### src/rtl/shreg_delay_ctrl.sv
// Programmable-length delay line for a valid/ready sample stream. Only the control
// path is reset, so the sample storage can still map onto SRL primitives.
//
// state  | meaning
// -------+----------------------------------------------------------------
// FILL   | fewer than len genuine samples stored; accepted samples emit nothing
// RUN    | at least len samples stored; every accepted sample emits next cycle
// SETTLE | one cycle after a length update; stream and config both stalled
module shreg_delay_ctrl #(
    parameter int WIDTH = 1,
    parameter int DEPTH = 130,
    parameter int LEN_W = 8
) (
    input  logic             clk,
    input  logic             r,
    input  logic             cfg_valid,
    input  logic [LEN_W-1:0] cfg_len,
    output logic             cfg_ready,
    output logic             cfg_err,
    input  logic             clear,
    input  logic             in_valid,
    input  logic [WIDTH-1:0] in_data,
    output logic             in_ready,
    output logic             out_valid,
    output logic [WIDTH-1:0] out_data
);

    localparam logic [LEN_W-1:0] LEN_MAX = LEN_W'(DEPTH);
    localparam logic [LEN_W-1:0] LEN_ONE = LEN_W'(1);

    typedef enum logic [1:0] {
        S_FILL,
        S_RUN,
        S_SETTLE
    } state_t;

    state_t           state;
    state_t           state_nxt;
    logic [LEN_W-1:0] len;
    logic [LEN_W-1:0] fill;
    logic [LEN_W-1:0] fill_nxt;
    logic [LEN_W-1:0] len_clamped;
    logic             cfg_clamped;
    logic             err_pend;
    logic             in_acc;
    logic             cfg_acc;
    logic             emit;
    logic [WIDTH-1:0] tap;

    // The live input is tap 1, so DEPTH-1 stored stages give DEPTH selectable taps.
    logic [WIDTH-1:0] sr [DEPTH-1];

    always_comb begin
        in_ready  = !r && (state != S_SETTLE);
        cfg_ready = !r && (state != S_SETTLE);
    end

    assign in_acc  = in_valid & in_ready;
    assign cfg_acc = cfg_valid & cfg_ready;

    always_comb begin
        len_clamped = cfg_len;
        cfg_clamped = 1'b0;
        if (cfg_len == '0) begin
            len_clamped = LEN_ONE;
            cfg_clamped = 1'b1;
        end else if (cfg_len > LEN_MAX) begin
            len_clamped = LEN_MAX;
            cfg_clamped = 1'b1;
        end
    end

    always_comb begin
        fill_nxt = fill;
        if (clear) begin
            fill_nxt = in_acc ? LEN_ONE : '0;
        end else if (in_acc && (fill != LEN_MAX)) begin
            fill_nxt = fill + LEN_ONE;
        end
    end

    // Uses the length in force before any update accepted on this same edge.
    assign emit = in_acc && (fill_nxt >= len);

    always_comb begin
        tap = in_data;
        for (int i = 0; i < DEPTH - 1; i++) begin
            if (len == LEN_W'(i + 2)) begin
                tap = sr[i];
            end
        end
    end

    always_comb begin
        state_nxt = state;
        case (state)
            S_FILL, S_RUN: begin
                if (cfg_acc) begin
                    state_nxt = S_SETTLE;
                end else begin
                    state_nxt = (fill_nxt >= len) ? S_RUN : S_FILL;
                end
            end
            S_SETTLE: begin
                state_nxt = (fill_nxt >= len) ? S_RUN : S_FILL;
            end
            default: begin
                state_nxt = S_FILL;
            end
        endcase
    end

    always_ff @(posedge clk) begin
        if (r) begin
            state     <= S_FILL;
            len       <= LEN_MAX;
            fill      <= '0;
            err_pend  <= 1'b0;
            cfg_err   <= 1'b0;
            out_valid <= 1'b0;
            out_data  <= '0;
        end else begin
            state     <= state_nxt;
            fill      <= fill_nxt;
            if (cfg_acc) begin
                len <= len_clamped;
            end
            err_pend  <= cfg_acc & cfg_clamped;
            cfg_err   <= err_pend;
            out_valid <= emit;
            if (emit) begin
                out_data <= tap;
            end
        end
    end

    always_ff @(posedge clk) begin
        if (in_acc) begin
            sr[0] <= in_data;
            for (int i = 1; i < DEPTH - 1; i++) begin
                sr[i] <= sr[i-1];
            end
        end
    end

endmodule

### config.mk
export PLATFORM = sky130hd
export DESIGN_NAME = shreg_delay_ctrl
export DESIGN_NICKNAME = d
export VERILOG_FILES = /design/src/rtl/shreg_delay_ctrl.sv
export SDC_FILE = /design/constraint.sdc
export NUM_CORES = 1
export LEC_CHECK = 0
export ABC_AREA = 0
export CAP_MARGIN = 20
export CORE_UTILIZATION = 50
export CTS_CLUSTER_DIAMETER = 80
export DETAILED_ROUTE_END_ITERATION = 8
export GPL_ROUTABILITY_DRIVEN = 0
export PLACE_DENSITY_LB_ADDON = 0.3
export SLEW_MARGIN = 20
export SYNTH_ARGS = -nofsm -noshare
export SYNTH_HDL_FRONTEND = slang
export SYNTH_SLANG_ARGS = --single-unit
### constraint.sdc
create_clock -name clk -period 8.7 [get_ports clk]
set_input_delay 1.74 -clock clk [delete_from_list [all_inputs] [get_ports clk]]
set_output_delay 1.74 -clock clk [all_outputs]
set_load 0.05 [all_outputs]
==> results of run 1 <==
-- flip-flops by register name, summed over array words and instances (netlist names) --
name,flops
out_data,1
err_pend,1
cfg_err,1
out_valid,1
state,2
len,8
fill,8
sr,129
-- power by group --
part	total, W	internal, W	switching, W
registers	0.000810	0.000797	0.0000134
logic	0.000101	0.0000361	0.0000653
clock network	0.000715	0.000421	0.000295
total	0.00163	0.00125	0.000373
-- cells in the mapped netlist, drive strengths merged (7+ instances only) --
cell type  count  area [um2]
a211oi        11        87.6
a21oi         33         165
a31oi          9        56.3
and3          10        65.1
buf           26         218
clkbuf        16         140
dfxtp         22         440
edfxtp       129        3870
ha            10         125
inv           20        75.1
mux2i         22         220
nand2         24        90.1
nand2b        13        83.8
nand3         17        85.1
nand4          8        50.1
nor2          33         124
nor2b          7        46.3
nor3          20         105
o21ai         31         159
-- metrics by stage --
step | worst slack [ps] | utilization, % | hold slack, ps | power [W] | cells
5_1_grt | 2550 | 56.0 | 448 | 0.00168 | 795
6_report | 2870 | 56.0 | 444 | 0.00163 | 795
4_1_cts | 2890 | 56.0 | 444 | 0.00164 | 795
3_5_place_dp | 2430 | 52.1 | 427 | 0.000926 | 763
3_3_place_gp | 2720 | 52.1 | 421 | 0.000923 | 763
2_1_floorplan | 1630 | - | 414 | 0.000903 | 598
-- metal layers --
layer | part of all wire, % | track usage [%] | wire (um)
met5 | 0 | 0 | 0
met4 | 1.8 | 7.58 | 309
met3 | 7.0 | 6.40 | 1190
met2 | 47 | 34.4 | 7970
met1 | 44 | 32.4 | 7540
-- cells by family after synthesis --
family	after synthesis	share of synthesized area [%]
flip-flops	151	57.5
XOR/XNOR	7	0.817
AND/OR/NAND/NOR	180	14.5
buffers and inverters	63	5.82
multiplexers	33	5.34
adder cells (fa/ha/maj)	11	1.80
AO/OA/AOI/OAI	153	14.2
-- area by class of cell --
cell class / instances / area, um2
clock buffer: 20 / 437
clock inverter: 12 / 129
fill: 1225 / 6420
inverter: 21 / 81.3
multi-input combinational: 384 / 2750
sequential: 151 / 4320
tap: 184 / 230
timing repair buffer: 23 / 218
-- worst reg2reg max path, stage by stage (launching register included) --
cell	delay, ps
dfxtp_1	310
inv_1	100
o211ai_1	230
inv_4	600
nand4_1	230
xor2_1	210
nor2_1	70
ha_1	310
a21o_1	180
a211oi_1	220
o21ai_1	120
o21ai_0	420
mux2i_1	160
a311oi_2	320
o2111ai_1	170
o21ai_1	140
-- layout by cell type (no fill, tap or decap), types with 8 or more instances in the layout --
cell type,count
a211oi_1,10
a21oi_1,33
a31oi_1,9
and3_1,8
clkbuf_16,17
clkdlybuf4s50_1,18
dfxtp_1,20
edfxtp_1,129
ha_1,10
inv_1,16
mux2i_1,22
nand2_1,24
nand2b_1,12
nand3_1,17
nand4_1,8
nor2_1,33
nor3_1,19
o21ai_0,25
-- final timing paths --
| kind | start | end | slack [ps] | depth (start not counted) |
|---|---|---|---|---|
| max | r | out_data | 2870 | 16 |
| min | sr[10][1] | sr[11][0] | 440 | 0 |
| max reg2reg | state[1] | out_data | 4860 | 15 |
| min reg2reg | sr[10][1] | sr[11][0] | 440 | 0 |
==> results.yml, run 1 <==
global_routing:
  grt_pass1_wl_um: 27400
  grt_max_degree: 88
  antenna_found_initial: 0
  grt_pass1_vias: 4876
  grt_util_all_layers_pct: 23.0
  grt-ovfl-total: 0
die:
  die_h_um: 125
  fp.coreArea_um2: 14600
  num_rows: 44
  initial_core_util_pct: 51.4
  die-area_um2: 15500
  io_pins: 19
  die_w_um: 125
drt:
  drt_wl_total_um: 17000
  wl_per_cell_um: 21.4
  drt_pass1_iterations: 5
  drc: 0
  ant_nets: 0
  vias_per_cell: 6.39
  dr.first_iter.drc_count: 702
  vias: 5080
worst_setup_path:
  cp_common_cell: "o21ai_1"
  endpoint_kind: "register"
  required_ps: 9070
  cp_slowest_stage_delay_ps: 740
  crit_family: "compound AO/OA/AOI/OAI gates"
  cp_num_buf_inv: 3
  critical_path.startpoint_type: "input pin"
  critPathArrivalTime_ps: 6190
  cp_slowest_cell: "clkdlybuf4s50_1"
  path_cells: "clkdlybuf4s50_1, inv_1, o211ai_1, inv_4, nand4_1, xor2_1, nor2_1, ha_1, a21o_1, a211oi_1, o21ai_1, o21ai_0, mux2i_1, a311oi_2, o2111ai_1, o21ai_1"
  path_class: "input pin to register"
  cp_max_fo: 62
synthesis:
  ys_ff_latch: 151
  ys_seq_area_share_pct: 57.5
  yosys.cell_types.count: 94
  synth_area_um2: 7500
  synthCells: 598
  synth_edf_count: 129
  syn_nets: 622
  synth_flop_cell: "edfxtp_1"
  avgSynthCellArea_um2: 12.5
  synthArstFlopShare_pct: 0
  ys.warnings.count: 0
sta:
  setup_violations: 0
  fin_skew_ps: 11.1
  rsz0062_at_grt: "no"
  fin_crit_sh_pct: 67.0
  fin_tns_setup_ps: 0
  slew_viol_final: 0
  fmax_mhz: 172
  hold_viol: 0
  worstMarginPinSlew_ps: 986
  slew_headroom_pct: 34.2
  fin_crit_ps: 5830
placed_design:
  placed_cell_area_um2: 7600
  hpwl_um: 10700
  port_buffers: 18
clock_tree:
  clk_latency_ps: 430
  clock-sinks: 151
  post_cts_buffers: 0
  cts_max_level: 4
  clock_path_buffers: 2
  cts_root_buf: "clkbuf_16"
  cts_hold_buf: 0
  cts.repair.resized: 0
  cts_buffers: 17
  clkTransAtPathRegs_ps: 70
  cts_tree: "done"
status:
  outcome: "completed"
min_path:
  hp-class: "register to register"
job:
  drv_cap: 0
layout:
  area_growth_pct: 8.80
  drive_gt1_share_pct: 11.9
  nets: 622
  diodes: 0
  fin_area_um2: 8160
power:
  max-vdd-ir-drop_mv: 0.149
  p_leak_nw: 2.52
  power_density_nw_per_um2: 199
Note: power is estimated with default switching activity, not from simulation.
==> run 2, diff against run 1 <==
==> constraint.sdc (replaced) <==
create_clock -name clk -period 5.9 [get_ports clk]
set_input_delay 1.18 -clock clk [delete_from_list [all_inputs] [get_ports clk]]
set_output_delay 1.18 -clock clk [all_outputs]
set_load 0.05 [all_outputs]
==> run 2 against run 1 <==
Register-to-register slack lost 2600 ps. Setup slack lost 1700 ps. Routed wire length grew 2.1%. Global-route usage grew 0.29 points. Critical path type unchanged. Largest cell class unchanged. Largest power group unchanged.
==> results.yml, run 2 (synthesis gave the netlist of run 1 again) <==
layout:
  drive_gt1_share_pct: 12.4
  area_growth_pct: 9.50
  largestRegisters: "sr: 129 flops, fill: 8 flops, len: 8 flops"
  nets: 625
  largest_reg_flops: 129
  largest_register: "sr"
  diodes: 0
  final_common_cell: "edfxtp_1"
  final_cell_mix: "edfxtp_1, a21oi_1, nor2_1, o21ai_0, nand2_1"
clock_tree:
  clk_latency_ps: 430
  post_cts_buffers: 0
  cts_root_buf: "clkbuf_16"
  cts.repair.resized: 0
  cts_max_level: 4
  clkTransAtPathRegs_ps: 60
  clock-sinks: 151
  cts_buffers: 17
  cts_tree: "done"
  clock_path_buffers: 2
  cts_hold_buf: 0
global_routing:
  grt_pass1_vias: 4969
  grt_max_degree: 82
  antenna_found_initial: 0
  grt-ovfl-total: 0
  grt_pass1_wl_um: 27800
  grt_util_all_layers_pct: 23.3
worst_setup_path:
  path_class: "input pin to register"
  timing.rr.end: "out_data"
  cp_slowest_stage_delay_ps: 530
  critPathArrivalTime_ps: 5070
  required_ps: 6270
  cp_max_fo: 50
  critical_path.startpoint_type: "input pin"
  rr_worst_depth: 15
  path_cells: "clkdlybuf4s50_1, buf_4, inv_1, o211ai_1, clkinvlp_4, buf_4, nand4_1, xor2_1, nor2_1, ha_1, a211oi_1, o21ai_1, o21ai_0, mux2i_1, a311oi_2, o2111ai_1, o21ai_1"
  startpoint: "r"
  endpoint: "out_data"
  r2r_setup_slack_ps: 2260
  cp_slowest_cell: "buf_4"
  worstReg2RegStart: "state[1]"
  endpoint_kind: "register"
sta:
  worstMarginPinSlew_ps: 1030
  slew_headroom_pct: 31.2
  fin_tns_setup_ps: 0
  fmax_mhz: 213
  setup_violations: 0
  fin_crit_ps: 4700
  fin_crit_sh_pct: 79.7
  fin_hold_ws_ps: 448
  fin_skew_ps: 8.05
  hold_viol: 0
  rsz0062_at_grt: "no"
  slew_viol_final: 0
status:
  outcome: "completed"
die:
  die-area_um2: 15500
  die_w_um: 125
  die_h_um: 125
  fp.coreArea_um2: 14600
  num_rows: 44
  io_pins: 19
  initial_core_util_pct: 51.4
drt:
  drt_pass1_iterations: 7
  drc: 0
  vias_per_cell: 6.43
  wl_per_cell_um: 21.8
  vias: 5129
  ant_nets: 0
  dr.first_iter.drc_count: 694
  drt_wl_total_um: 17400
placed_design:
  hpwl_um: 11000
  port_buffers: 18
power:
  power_density_nw_per_um2: 296
  max-vdd-ir-drop_mv: 0.213
  p_leak_nw: 2.55
job:
  drv_cap: 0
min_path:
  hp-class: "register to register"
[run 2: changes by cell type in the layout (fill, tap and decap cells not counted)]
| cell | change |
|---|---|
| clkbuf_16 | +2 |
| bufinv_16 | -1 |
| inv_4 | -1 |
| inv_6 | -1 |
| clkinv_4 | -1 |
| clkbuf_8 | +3 |
| buf_4 | +3 |
| clkinvlp_4 | -1 |
[run 2: layer usage]
layer / routed length [um] / vias up / GRT usage [%]
met1: 7490 / 2508 / 32.4
met3: 1270 / 37 / 4.90
met2: 8150 / 240 / 35.2
met4: 448 / 0 / 10.6
met5: 0 / - / 0
li1: - / 2344 / -
[run 2: critical path: cells and delay by family]
| kind | cells | cell delay (ps) |
|---|---|---|
| AO/OA/AOI/OAI | 7 | 1520 |
| XOR/XNOR | 1 | 250 |
| adder cells (fa/ha/maj) | 1 | 230 |
| buffers and inverters | 5 | 1430 |
| multiplexers | 1 | 150 |
| AND/OR/NAND/NOR | 2 | 320 |
[run 2: worst min-delay path by stage]
stage          cells past startpoint  slack, ps      start   endpoint
2_1_floorplan                      1        410   err_pend    cfg_err
3_3_place_gp                       0        420  sr[39][1]  sr[40][0]
3_5_place_dp                       0        430  sr[54][1]  sr[55][0]
4_1_cts                            0        450  sr[21][1]  sr[22][0]
5_1_grt                            0        460  sr[54][1]  sr[55][0]
6_report                           0        450  sr[44][0]  sr[44][1]
[run 2: area by class of cell]
cell class	instances	area (um2)
Clock buffer	25	528
Clock inverter	7	66.3
Fill cell	1170	6370
Inverter	21	82.6
Multi-Input combinational cell	384	2750
Sequential cell	151	4320
Tap cell	184	230
Timing Repair Buffer	26	240
[run 2: metrics by stage]
stage / setup WS (ps) / cells / util, % / total power (W) / cell area [um2]
global placement: 1010 / 766 / 52.2 / 0.00136 / 7620
detailed placement: 746 / 766 / 52.2 / 0.00137 / 7620
global route: 838 / 798 / 56.3 / 0.00249 / 8220
finish: 1200 / 798 / 56.3 / 0.00243 / 8220
floorplan: 113 / 598 / - / 0.00133 / 7510
CTS: 1200 / 798 / 56.3 / 0.00244 / 8220
[run 2: report_power, final]
group	internal, W	switching [W]	leakage [nW]
Combinational	0.0000542	0.0000935	1.14
Clock	0.000661	0.000424	0.283
Sequential	0.00118	0.0000245	1.12
Total	0.00189	0.000542	2.55
==> run 3, diff against run 2 <==
==> constraint.sdc (replaced) <==
create_clock -name clk -period 4.5 [get_ports clk]
set_input_delay 0.9 -clock clk [delete_from_list [all_inputs] [get_ports clk]]
set_output_delay 0.9 -clock clk [all_outputs]
set_load 0.05 [all_outputs]
==> run 3 against run 2 <==
Design area up 0.23%. Largest power group unchanged. Setup slack worse by 720 ps. Largest cell class unchanged. Clock-buffer cell count down 1. Final cell count up 0.50%. Non-clock buffer count up 4.
==> results.yml, run 3 (synthesis gave the netlist of run 1 again) <==
sta:
  fin_crit_ps: 4030
  rsz0062_at_grt: "no"
  fin_skew_ps: 6.57
  slew_headroom_pct: 33.3
  hold_viol: 0
  fin_crit_sh_pct: 89.5
  setup_violations: 0
  fin_tns_setup_ps: 0
  fin_hold_ws_ps: 446
  fmax_mhz: 248
  slew_viol_final: 0
  worstMarginPinSlew_ps: 1000
  setup_ws_ps: 474
placed_design:
  port_buffers: 18
  hpwl_um: 10900
  dp.cells: 770
  placed_cell_area_um2: 7660
  post-place-ws_ps: 84.9
layout:
  num-fill-cells: 1192
  drive_gt1_share_pct: 13.1
  largest_reg_flops: 129
  diodes: 0
  multi_input_area_um2: 2760
  area_growth_pct: 9.75
  final_cells: 802
  register_area_um2: 4320
  final_cell_mix: "edfxtp_1, a21oi_1, nor2_1, nand2_1, o21ai_0"
  final_common_cell: "edfxtp_1"
  nets: 629
  fin_area_um2: 8240
  largestRegisters: "sr: 129 flops, fill: 8 flops, len: 8 flops"
  largest_register: "sr"
power:
  power_density_nw_per_um2: 384
  p_leak_nw: 2.56
  max-vdd-ir-drop_mv: 0.262
min_path:
  min_to: "sr[20][0]"
  hp-class: "register to register"
  min_path_cells: 0
  worstHoldStart: "sr[19][1]"
worst_setup_path:
  worstReg2RegStart: "state[1]"
  critical_path.startpoint_type: "input pin"
  required_ps: 4860
  critPathArrivalTime_ps: 4380
  r2r_setup_slack_ps: 1070
  timing.rr.end: "out_data"
  startpoint: "r"
  endpoint_kind: "register"
  cp_max_fo: 6
  rr_worst_depth: 15
  path_class: "input pin to register"
clock_tree:
  clk_latency_ps: 430
  cts.repair.resized: 0
  cts_max_level: 4
  clock_path_buffers: 2
  clock-sinks: 151
  cts_hold_buf: 0
  cts_buffers: 17
  clkTransAtPathRegs_ps: 60
  cts_root_buf: "clkbuf_16"
  cts_tree: "done"
  post_cts_buffers: 0
global_routing:
  busiest_layer: "met2"
  met2_usage_pct: 33.8
  grt_pass1_vias: 5008
  grt-ovfl-total: 0
  antenna_found_initial: 0
  grt_util_all_layers_pct: 22.5
  grt_pass1_wl_um: 27000
  grt_max_degree: 79
  use_met1_pct: 31.3
  gr-usage-met3_pct: 5.37
drt:
  vias: 5156
  wl_per_cell_um: 21.0
  vias_per_cell: 6.43
  drt_wl_total_um: 16800
  drt_pass1_iterations: 7
  dr.first_iter.drc_count: 527
  ant_nets: 0
  drc: 0
die:
  die_w_um: 125
  die_h_um: 125
  initial_core_util_pct: 51.4
  num_rows: 44
  die-area_um2: 15500
  io_pins: 19
  fp.coreArea_um2: 14600
job:
  drv_cap: 0
status:
  outcome: "completed"
run 3: changes by cell type in the layout (fill, tap and decap cells not counted), sizes merged:
cell / delta
buf: +4
clkinv: +1
clkbuf: -1
clkinvlp: -2
bufinv: +1
inv: +1
run 3: critical path, cell delays in order:
cell	delay, ps
clkdlybuf4s50_1	460
inv_4	100
o211ai_1	220
a31oi_1	440
nand4_1	250
nor2_1	170
xnor2_1	170
nor2_1	70
ha_1	310
a211oi_1	240
o21ai_1	140
o21ai_2	270
mux2i_1	140
a311oi_2	240
o2111ai_1	150
o21ai_1	130
run 3: metal layers:
| metal | vias up | wire length, um |
|---|---|---|
| li1 | 2347 | - |
| met1 | 2577 | 7560 |
| met2 | 200 | 7760 |
| met3 | 32 | 1130 |
| met4 | 0 | 394 |
| met5 | - | 0 |
run 3: cell type report:
type / instances / area share (%)
tap: 184 / 2.80
clock inverter: 8 / 1.15
sequential: 151 / 52.4
multi-input combinational: 384 / 33.5
timing repair buffer: 30 / 3.28
clock buffer: 24 / 5.85
inverter: 21 / 1.03
run 3: worst max-delay path by stage:
| stage | to | slack, ps |
|---|---|---|
| floorplan | out_data | -680 |
| global placement | out_data | 320 |
| detailed placement | out_data | 80 |
| CTS | out_data | 520 |
| global route | out_data | 250 |
| finish | out_data | 470 |
run 3: where the power goes:
group / switching (W) / total, W / internal [W]
registers: 0.0000296 / 0.00157 / 0.00154
clock network: 0.000540 / 0.00140 / 0.000857
logic: 0.000122 / 0.000195 / 0.0000729
run 3: metrics by stage:
stage	util, %	power [W]
after CTS	56.4	0.00318
after floorplan	-	0.00175
after global routing	56.4	0.00326
after detailed placement	52.5	0.00179
after global placement	52.5	0.00179
final	56.4	0.00316
